<file path="config.mk">
export PLATFORM = sky130hd
export DESIGN_NAME = depth_calc
export DESIGN_NICKNAME = d
export VERILOG_FILES = /design/src/rtl/depth_pkg.sv /design/src/rtl/seq_divider.sv /design/src/rtl/depth_calc.sv
export SDC_FILE = /design/constraint.sdc
export NUM_CORES = 1
export LEC_CHECK = 0
export BUFFER_PORTS_ARGS = -buffer_cell sky130_fd_sc_hd__buf_2
export CAP_MARGIN = 20
export CORE_UTILIZATION = 44
export DETAILED_ROUTE_END_ITERATION = 10
export GPL_TIMING_DRIVEN = 0
export PLACE_DENSITY = 0.71
export SLEW_MARGIN = 20
export SYNTH_ARGS = -nofsm -noshare
export SYNTH_HDL_FRONTEND = slang
export SYNTH_SLANG_ARGS = --single-unit
</file>
<file path="constraint.sdc">
create_clock -name clk -period 3.83 [get_ports clk]
set_input_delay 0.5745 -clock clk [delete_from_list [all_inputs] [get_ports clk]]
set_output_delay 0.5745 -clock clk [all_outputs]
set_load 0.01 [all_outputs]
</file>
<file path="src/rtl/depth_pkg.sv">
// Shared constants and FSM encoding for the disparity-to-depth conversion stage.
package depth_pkg;

    localparam int              NUM_W        = 16;
    localparam logic [15:0]     K            = 16'd12000;
    localparam int              DEPTH_W      = 8;
    localparam int              FRAME_PIXELS = 1280;
    localparam int              ADDR_W       = 11;
    localparam int              DISP_W       = 6;

    localparam logic [1:0] S_IDLE  = 2'd0;
    localparam logic [1:0] S_DIV   = 2'd1;
    localparam logic [1:0] S_WRITE = 2'd2;

endpackage

</file>
<file path="src/rtl/seq_divider.sv">
// Bit-serial restoring divider: one quotient bit per cycle, NUM_W cycles per divide.
module seq_divider
    import depth_pkg::*;
#(
    parameter int NUM_W = 16,
    parameter int DIV_W = DISP_W
) (
    input  logic             clk,
    input  logic             rst_n,
    input  logic             start,
    input  logic [NUM_W-1:0] dividend,
    input  logic [DIV_W-1:0] divisor,
    output logic             busy,
    output logic             done,
    output logic [NUM_W-1:0] quotient
);

    localparam int REM_W = DIV_W + 1;
    localparam int CNT_W = $clog2(NUM_W + 1);

    logic [REM_W-1:0] rem_q, rem_d;
    logic [NUM_W-1:0] quo_q, quo_d;
    logic [DIV_W-1:0] dvs_q, dvs_d;
    logic [CNT_W-1:0] cnt_q, cnt_d;
    logic [REM_W-1:0] rem_shift;

    // The remainder stays below the divisor, so one guard bit holds the shifted value.
    assign rem_shift = {rem_q[REM_W-2:0], quo_q[NUM_W-1]};

    // NOTE: every always_comb output gets a default first so no latch is inferred.
    always_comb begin
        rem_d = rem_q;
        quo_d = quo_q;
        dvs_d = dvs_q;
        cnt_d = cnt_q;
        if (start && !busy) begin
            rem_d = '0;
            quo_d = dividend;
            dvs_d = divisor;
            cnt_d = CNT_W'(NUM_W);
        end else if (busy) begin
            if (rem_shift >= {1'b0, dvs_q}) begin
                rem_d = rem_shift - {1'b0, dvs_q};
                quo_d = {quo_q[NUM_W-2:0], 1'b1};
            end else begin
                rem_d = rem_shift;
                quo_d = {quo_q[NUM_W-2:0], 1'b0};
            end
            cnt_d = cnt_q - 1'b1;
        end
    end

    // NOTE: sequential state uses non-blocking assignments only.
    always_ff @(posedge clk or negedge rst_n) begin
        if (!rst_n) begin
            rem_q <= '0;
            quo_q <= '0;
            dvs_q <= '0;
            cnt_q <= '0;
        end else begin
            rem_q <= rem_d;
            quo_q <= quo_d;
            dvs_q <= dvs_d;
            cnt_q <= cnt_d;
        end
    end

    // done marks the final step; quotient holds the result from the following cycle.
    assign busy     = (cnt_q != '0);
    assign done     = (cnt_q == CNT_W'(1));
    assign quotient = quo_q;

endmodule

</file>
<file path="src/rtl/depth_calc.sv">
// Converts each accepted disparity to depth = K / d and writes it to the depth-map RAM.
module depth_calc
    import depth_pkg::*;
#(
    parameter int              NUM_W        = depth_pkg::NUM_W,
    parameter logic [NUM_W-1:0] K           = depth_pkg::K,
    parameter int              DEPTH_W      = depth_pkg::DEPTH_W,
    parameter int              FRAME_PIXELS = depth_pkg::FRAME_PIXELS,
    parameter int              ADDR_W       = depth_pkg::ADDR_W
) (
    input  logic               clk,
    input  logic               rst_n,
    input  logic               d_valid,
    input  logic [DISP_W-1:0]  d,
    output logic               d_ready,
    input  logic               frame_start,
    output logic               wr_en,
    output logic [ADDR_W-1:0]  wr_addr,
    output logic [DEPTH_W-1:0] wr_data,
    output logic               frame_done
);

    logic [1:0]        state_q, state_d;
    logic              inf_q, inf_d;
    logic [ADDR_W-1:0] pix_q, pix_d;
    logic              div_start, div_busy, div_done;
    logic [NUM_W-1:0]  div_quotient;

    seq_divider #(
        .NUM_W (NUM_W),
        .DIV_W (DISP_W)
    ) u_div (
        .clk      (clk),
        .rst_n    (rst_n),
        .start    (div_start),
        .dividend (K),
        .divisor  (d),
        .busy     (div_busy),
        .done     (div_done),
        .quotient (div_quotient)
    );

    always_comb begin
        state_d   = state_q;
        inf_d     = inf_q;
        div_start = 1'b0;
        case (state_q)
            S_IDLE: begin
                if (d_valid) begin
                    if (d != '0) begin
                        div_start = 1'b1;
                        inf_d     = 1'b0;
                        state_d   = S_DIV;
                    end else begin
                        // Zero disparity means infinite depth: skip the divider.
                        inf_d   = 1'b1;
                        state_d = S_WRITE;
                    end
                end
            end
            S_DIV:   if (div_done) state_d = S_WRITE;
            S_WRITE: state_d = S_IDLE;
            default: state_d = S_IDLE;
        endcase
    end

    // frame_start has priority over the post-write increment.
    always_comb begin
        pix_d = pix_q;
        if (frame_start) begin
            pix_d = '0;
        end else if (wr_en) begin
            pix_d = (pix_q == ADDR_W'(FRAME_PIXELS - 1)) ? '0 : pix_q + 1'b1;
        end
    end

    always_ff @(posedge clk or negedge rst_n) begin
        if (!rst_n) begin
            state_q <= S_IDLE;
            inf_q   <= 1'b0;
            pix_q   <= '0;
        end else begin
            state_q <= state_d;
            inf_q   <= inf_d;
            pix_q   <= pix_d;
        end
    end

    assign d_ready    = (state_q == S_IDLE);
    assign wr_en      = (state_q == S_WRITE);
    assign wr_addr    = pix_q;
    assign wr_data    = (inf_q || (|div_quotient[NUM_W-1:DEPTH_W])) ? '1
                                                                      : div_quotient[DEPTH_W-1:0];
    assign frame_done = wr_en && (pix_q == ADDR_W'(FRAME_PIXELS - 1));

endmodule

</file>
=== Yosys cells after proc, flatten, opt, wreduce, memory -nomap -nowiden ===
Index checks and enable logic that the tools add are counted.

* Muxes and demuxes: 20
* Equality and inequality tests: 6
* Magnitude comparators: 1
* $add $sub $neg: 3
* Reductions and logical operators: 12

{| class="wikitable"
|+ Operators with widths
! kind !! count
|-
| $mux 11 || 3
|-
| $mux 16 || 2
|-
| $mux 6 || 3
|-
| $add 11x1->11 const B || 1
|-
| $eq 11x11->1 const B || 1
|-
| $mux 5 || 2
|-
| $mux 8 || 1
|-
| $reduce_or 8->1 || 1
|-
| $ge 7x6->1 || 1
|-
| $mux 2 || 3
|-
| $reduce_bool 6->1 || 1
|-
| $sub 6x6->6 || 1
|-
| $eq 5x1->1 const B || 1
|-
| $mux 1 || 5
|-
| $reduce_bool 5->1 || 1
|-
| $sub 5x1->5 const B || 1
|-
| $ne 2x2->1 const B || 2
|-
| $pmux 2 s2 || 1
|-
| $reduce_and 2->1 || 2
|-
| $reduce_bool 2->1 || 2
|-
| $eq 2x1->1 const B || 1
|-
| $eq 2x2->1 const B || 1
|-
| $logic_and 1x1->1 || 2
|-
| $logic_not 2->1 || 1
|-
| other kinds (2) || 2
|}

* Output and inout port bits: 22
* Logic and storage cells: 49
* Bits in registers: 47
* Input bits: 10

=== Logic depth before layout (Yosys ltp) ===
* Word-level depth: 6
* Gate-level depth with buffers: 9
* Depth with buffers taken out: 9

=== Hierarchy ===
A second synthesis with hierarchy kept.

* Cell total of the unflattened synthesis: 270
* Area, all modules: 2672.6 µm²

{| class="wikitable"
|+ By module, submodules not included
! module !! times used !! area each (µm²) !! cells an instance !! sequential area each (µm²)
|-
| seq_divider || 1 || 1803.0 || 174 || 825.8
|-
| depth_calc || 1 || 869.6 || 96 || 350.3
|}

=== Worst setup path after synthesis ===
OpenSTA, ideal clock, no wires.

* Path type: register to output
* From: register pix_q[0], in the netlist wr_addr[0]
* To: output port frame_done
* Data required time: 3.256 ns
* Path buffers: 0
* Slack: 1.821 ns
* Arrival: 1.435 ns
* Stages on the path, launching flop included: 5
* Path through: dfrtp_1 > ha_1 > inv_1 > or4_4 > nor2_1

* Longest elaborated chain between the ends: 2

{| class="wikitable"
|+ Ends and longest elaborated chain
! what !! line !! RTL
|-
| from (decl) || depth_calc.sv:25 || <nowiki>logic [ADDR_W-1:0] pix_q, pix_d;</nowiki>
|-
| from (signal assigned) || depth_calc.sv:85 || <nowiki>pix_q <= pix_d;</nowiki>
|-
| $eq 11x11->1 || depth_calc.sv:94 || <nowiki>assign frame_done = wr_en && (pix_q == ADDR_W'(FRAME_PIXELS - 1));</nowiki>
|-
| $logic_and 1x1->1 || depth_calc.sv:94 ||
|-
| to (decl) || depth_calc.sv:20 || <nowiki>output logic frame_done</nowiki>
|}

Every way passes these cells.

=== Final worst setup path ===
Ends and elaborated chain as after synthesis.

==> results.py <==
metrics = {
    "outcome": {
        "run_status": "completed",
    },
    "power_and_ir_drop": {
        "seq_power_share_pct": 39.1,
        "switching_power_uw": 807,
        "power.share.switching_pct": 37.7,
        "power.ir.vdd_worst_mv": 0.472,
        "power.share.combinational_pct": 45.1,
        "cell_internal_pwr_uw": 1330,
        "power_density_nw_per_um2": 779,
        "clock_group_share_of_total_power_pct": 15.7,
        "finalPower_uw": 2140,
        "power.static_leakage_uw": 0.00125,
    },
    "finish": {
        "num_antenna_cells": 0,
        "design.final.nets": 287,
        "area_delta_synth_final_pct": 14.6,
        "fillers": 468,
        "final_design_area_no_fill_um2": 2740,
        "layout-drive-gt1-share_pct": 22.8,
    },
    "clocking": {
        "cts_inserted_buffers": 5,
        "clock_insertion_delay_worst_skew_ns": 0.31,
        "post-cts-setup-buffers": 0,
        "clockRootBuffer": "sky130_fd_sc_hd__clkbuf_8",
        "postCtsHoldBufs": 0,
        "path_clk_slew_ns": 0.09,
        "ctsHtreeMaxLevel": 2,
        "tritoncts_num_sinks": 47,
        "clock_tree.buffer_depth": 2,
        "cts_resized": 0,
        "tritoncts": "done",
    },
    "detailed_routing": {
        "route.detailed.drc": 0,
        "first_pass_iters": 4,
        "detail_route.vias_per_cell": 5.28,
        "routed_wire_length_per_instance_um": 13.7,
        "ant_nets": 0,
        "detailedRoute.firstIterationViolations": 87,
        "wire_length_reported_by_the_detailed_router_mm": 4.64,
        "overall_via_count_from_detail_route": 1783,
    },
    "critical_path": {
        "path_cells": "ha_1 > inv_1 > or4_4 > nor2_1 > buf_2",
        "reg2reg_setup_slack_ns": 1.86,
        "worst_path_max_delay_cell": "sky130_fd_sc_hd__or4_4",
        "crit-reg2reg-launch": "u_div.cnt_q[0]$_DFFE_PN0P_",
        "rr_worst_depth": 6,
        "endpoint_kind": "output pin",
        "worst_ep_arrival_time_ns": 1.83,
        "critical_path_peak_fanout": 5,
        "critical-path-top-delay-family": "simple AND/OR/NAND/NOR gates",
        "path_class": "reg2out",
        "worst-path-buf-inv": 2,
        "worst_r2r_endpoint": "u_div.quotient[7]$_DFFE_PN0P_",
        "timing.critical_path.from_type": "register",
        "worst_ep_required_time_ns": 3.26,
        "crit_path_max_incr_delay_ns": 0.58,
    },
    "floorplanning": {
        "io_pins": 32,
        "die_width_um": 75.8,
        "initial_standard_cell_utilization_of_the_core_pct": 46.3,
        "dieArea_um2": 5740,
        "coreArea_um2": 5170,
        "std_cell_rows": 26,
        "chipHeight_um": 75.8,
    },
    "timing": {
        "slew_headroom_pct": 60.8,
        "timing.final.max_slew_violations": 0,
        "finalSetupViolCount": 0,
        "setup_tns_ns": 0,
        "hold_viol": 0,
        "tightest_slew_ns": 0.588,
        "fmax_mhz": 416,
        "unrepaired_setup_endpoints_after_global_routing": "false",
        "post-route-worst-setup-slack_ns": 1.43,
        "layout_worst_path_cycle_share_pct": 62.7,
        "clock-skew-final_ns": 0.00541,
        "min_period_ns": 2.40,
    },
    "global_route": {
        "grt_first_pass_wirelength_mm": 7.47,
        "grt_use_total_pct": 17.9,
        "globalRouteOverflowTotal": 0,
        "number_of_global_route_vias_before_repair": 1625,
        "grt_max_degree": 48,
        "antenna_found_initial": 0,
    },
    "synthesis": {
        "seq_area_frac_synth_pct": 49.1,
        "synth-edff-count": 0,
        "ys_top_cells_by_area": "sky130_fd_sc_hd__dfrtp_1 49%, sky130_fd_sc_hd__ha_1 4.7%, sky130_fd_sc_hd__a22o_1 3.7%",
        "synthMostInstantiatedCell": "sky130_fd_sc_hd__dfrtp_1",
        "synth-warning-count": 0,
        "syn-num-nets": 249,
        "synth_largest_area_cell": "sky130_fd_sc_hd__dfrtp_1",
        "yosys_register_bits": 47,
        "ys_dominant_reg_cell": "sky130_fd_sc_hd__dfrtp_1",
        "yosys.area.top_type_share_pct": 49.1,
        "synth_cell_types": 44,
        "post_synth_inst_count": 229,
        "synth_commonest_cells": "47 x sky130_fd_sc_hd__dfrtp_1, 20 x sky130_fd_sc_hd__nor2_1, 19 x sky130_fd_sc_hd__nand2_1, 15 x sky130_fd_sc_hd__inv_1, 10 x sky130_fd_sc_hd__a22o_1",
        "async_flop_share_pct": 100,
        "synthesis.area_per_instance_um2": 10.5,
        "synth.cell_area_um2": 2390,
    },
    "placed_design": {
        "pre_cts_slack_ns": 1.75,
        "place.detailed.hpwl_mm": 3.31,
        "numPortBuffers": 31,
        "dpl_cell_area_um2": 2640,
        "global_placement_routability_congestion": 0.808,
    },
    "worst_hold_path": {
        "hp-class": "in2async",
    },
    "job": {
        "max_cap_violations": 0,
    },
}
stage by stage:
| step | utilization (%) | hold slack (ns) | std cells |
|---|---|---|---|
| finish | 53.0 | 0.262 | 338 |
| global route | 53.0 | 0.312 | 338 |
| CTS | 53.0 | 0.478 | 338 |
| detailed placement | 51.0 | 0.460 | 330 |
| global placement | 51.0 | 0.457 | 330 |
| floorplan | - | 0.279 | 229 |
state kept, by name, summed over array words and instances, names as in the netlist:
register,count
u_div.dvs_q,6
u_div.quotient,16
u_div.cnt_q,5
u_div.rem_q,6
wr_addr,11
inf_q,1
state_q,2
metal layers:
metal | part of all wire (%) | global-route usage (%)
met2 | 45 | 27.1
met5 | 0 | 0
met3 | 3.3 | 4.37
met1 | 51 | 24.5
met4 | 1.7 | 7.20
how the worst max path moves through the flow:
stage                      startpoint          to  slack [ns]  depth (start not counted)
6_report       wr_addr[0]$_DFFE_PN0P_  frame_done        1.43                          5
4_1_cts        wr_addr[0]$_DFFE_PN0P_  frame_done        1.41                          5
3_5_place_dp   wr_addr[0]$_DFFE_PN0P_  frame_done        1.75                          5
3_3_place_gp   wr_addr[0]$_DFFE_PN0P_  frame_done        1.75                          5
5_1_grt        wr_addr[1]$_DFFE_PN0P_  frame_done        1.35                          5
2_1_floorplan  wr_addr[0]$_DFFE_PN0P_  frame_done        1.82                          4
cell families (layout without fill, tap and decap cells):
logic type,after synthesis,after routing,synth area share [%]
muxes,14,14,6.22
buffers and inverters,18,57,2.87
and+or+nand+nor,77,77,16.7
xor gates and xnor gates,10,10,3.66
AOI/OAI and AO/OA,53,53,15.9
DFF,47,47,49.1
adders and majority gates,10,10,5.54
power groups by stage:
stage                     clock [uW]  combinational [uW]  sequential (uW)
after floorplan                    0                 797              803
after global placement             0                 937              842
after detailed placement           0                 968              846
after CTS                        340                 967              837
after global routing             361                1080              863
final                            336                 965              837
final cells by class:
| class | count | area, um^2 | share of cell area, % |
|---|---|---|---|
| Inverter | 15 | 56.3 | 2.05 |
| Clock inverter | 1 | 7.51 | 0.274 |
| Timing Repair Buffer | 31 | 158 | 5.75 |
| Multi-Input combinational cell | 164 | 1150 | 41.9 |
| Buffer | 3 | 12.5 | 0.456 |
| Clock buffer | 7 | 96.3 | 3.51 |
| Tap cell | 70 | 87.6 | 3.19 |
| Sequential cell | 47 | 1180 | 42.9 |
cells in the final DEF, fill, tap and decap left out, types with 3 or more instances in the layout:
cell	count
sky130_fd_sc_hd__a21oi_1	7
sky130_fd_sc_hd__ha_1	9
sky130_fd_sc_hd__or2_2	8
sky130_fd_sc_hd__nor2_1	20
sky130_fd_sc_hd__a31oi_1	3
sky130_fd_sc_hd__a21o_1	4
sky130_fd_sc_hd__o21ai_0	4
sky130_fd_sc_hd__inv_1	15
sky130_fd_sc_hd__o21ai_1	6
sky130_fd_sc_hd__nand4_1	3
sky130_fd_sc_hd__nor2b_1	4
sky130_fd_sc_hd__buf_2	31
sky130_fd_sc_hd__nand2b_1	4
sky130_fd_sc_hd__dfrtp_1	47
sky130_fd_sc_hd__nand2_1	19
sky130_fd_sc_hd__a22o_1	10
sky130_fd_sc_hd__mux2_2	7
sky130_fd_sc_hd__xor2_1	6
sky130_fd_sc_hd__o22a_1	7
sky130_fd_sc_hd__clkbuf_8	7
sky130_fd_sc_hd__nand3_1	4
sky130_fd_sc_hd__mux2i_1	7
sky130_fd_sc_hd__xnor2_1	4
(Power assumes the default switching activity.)
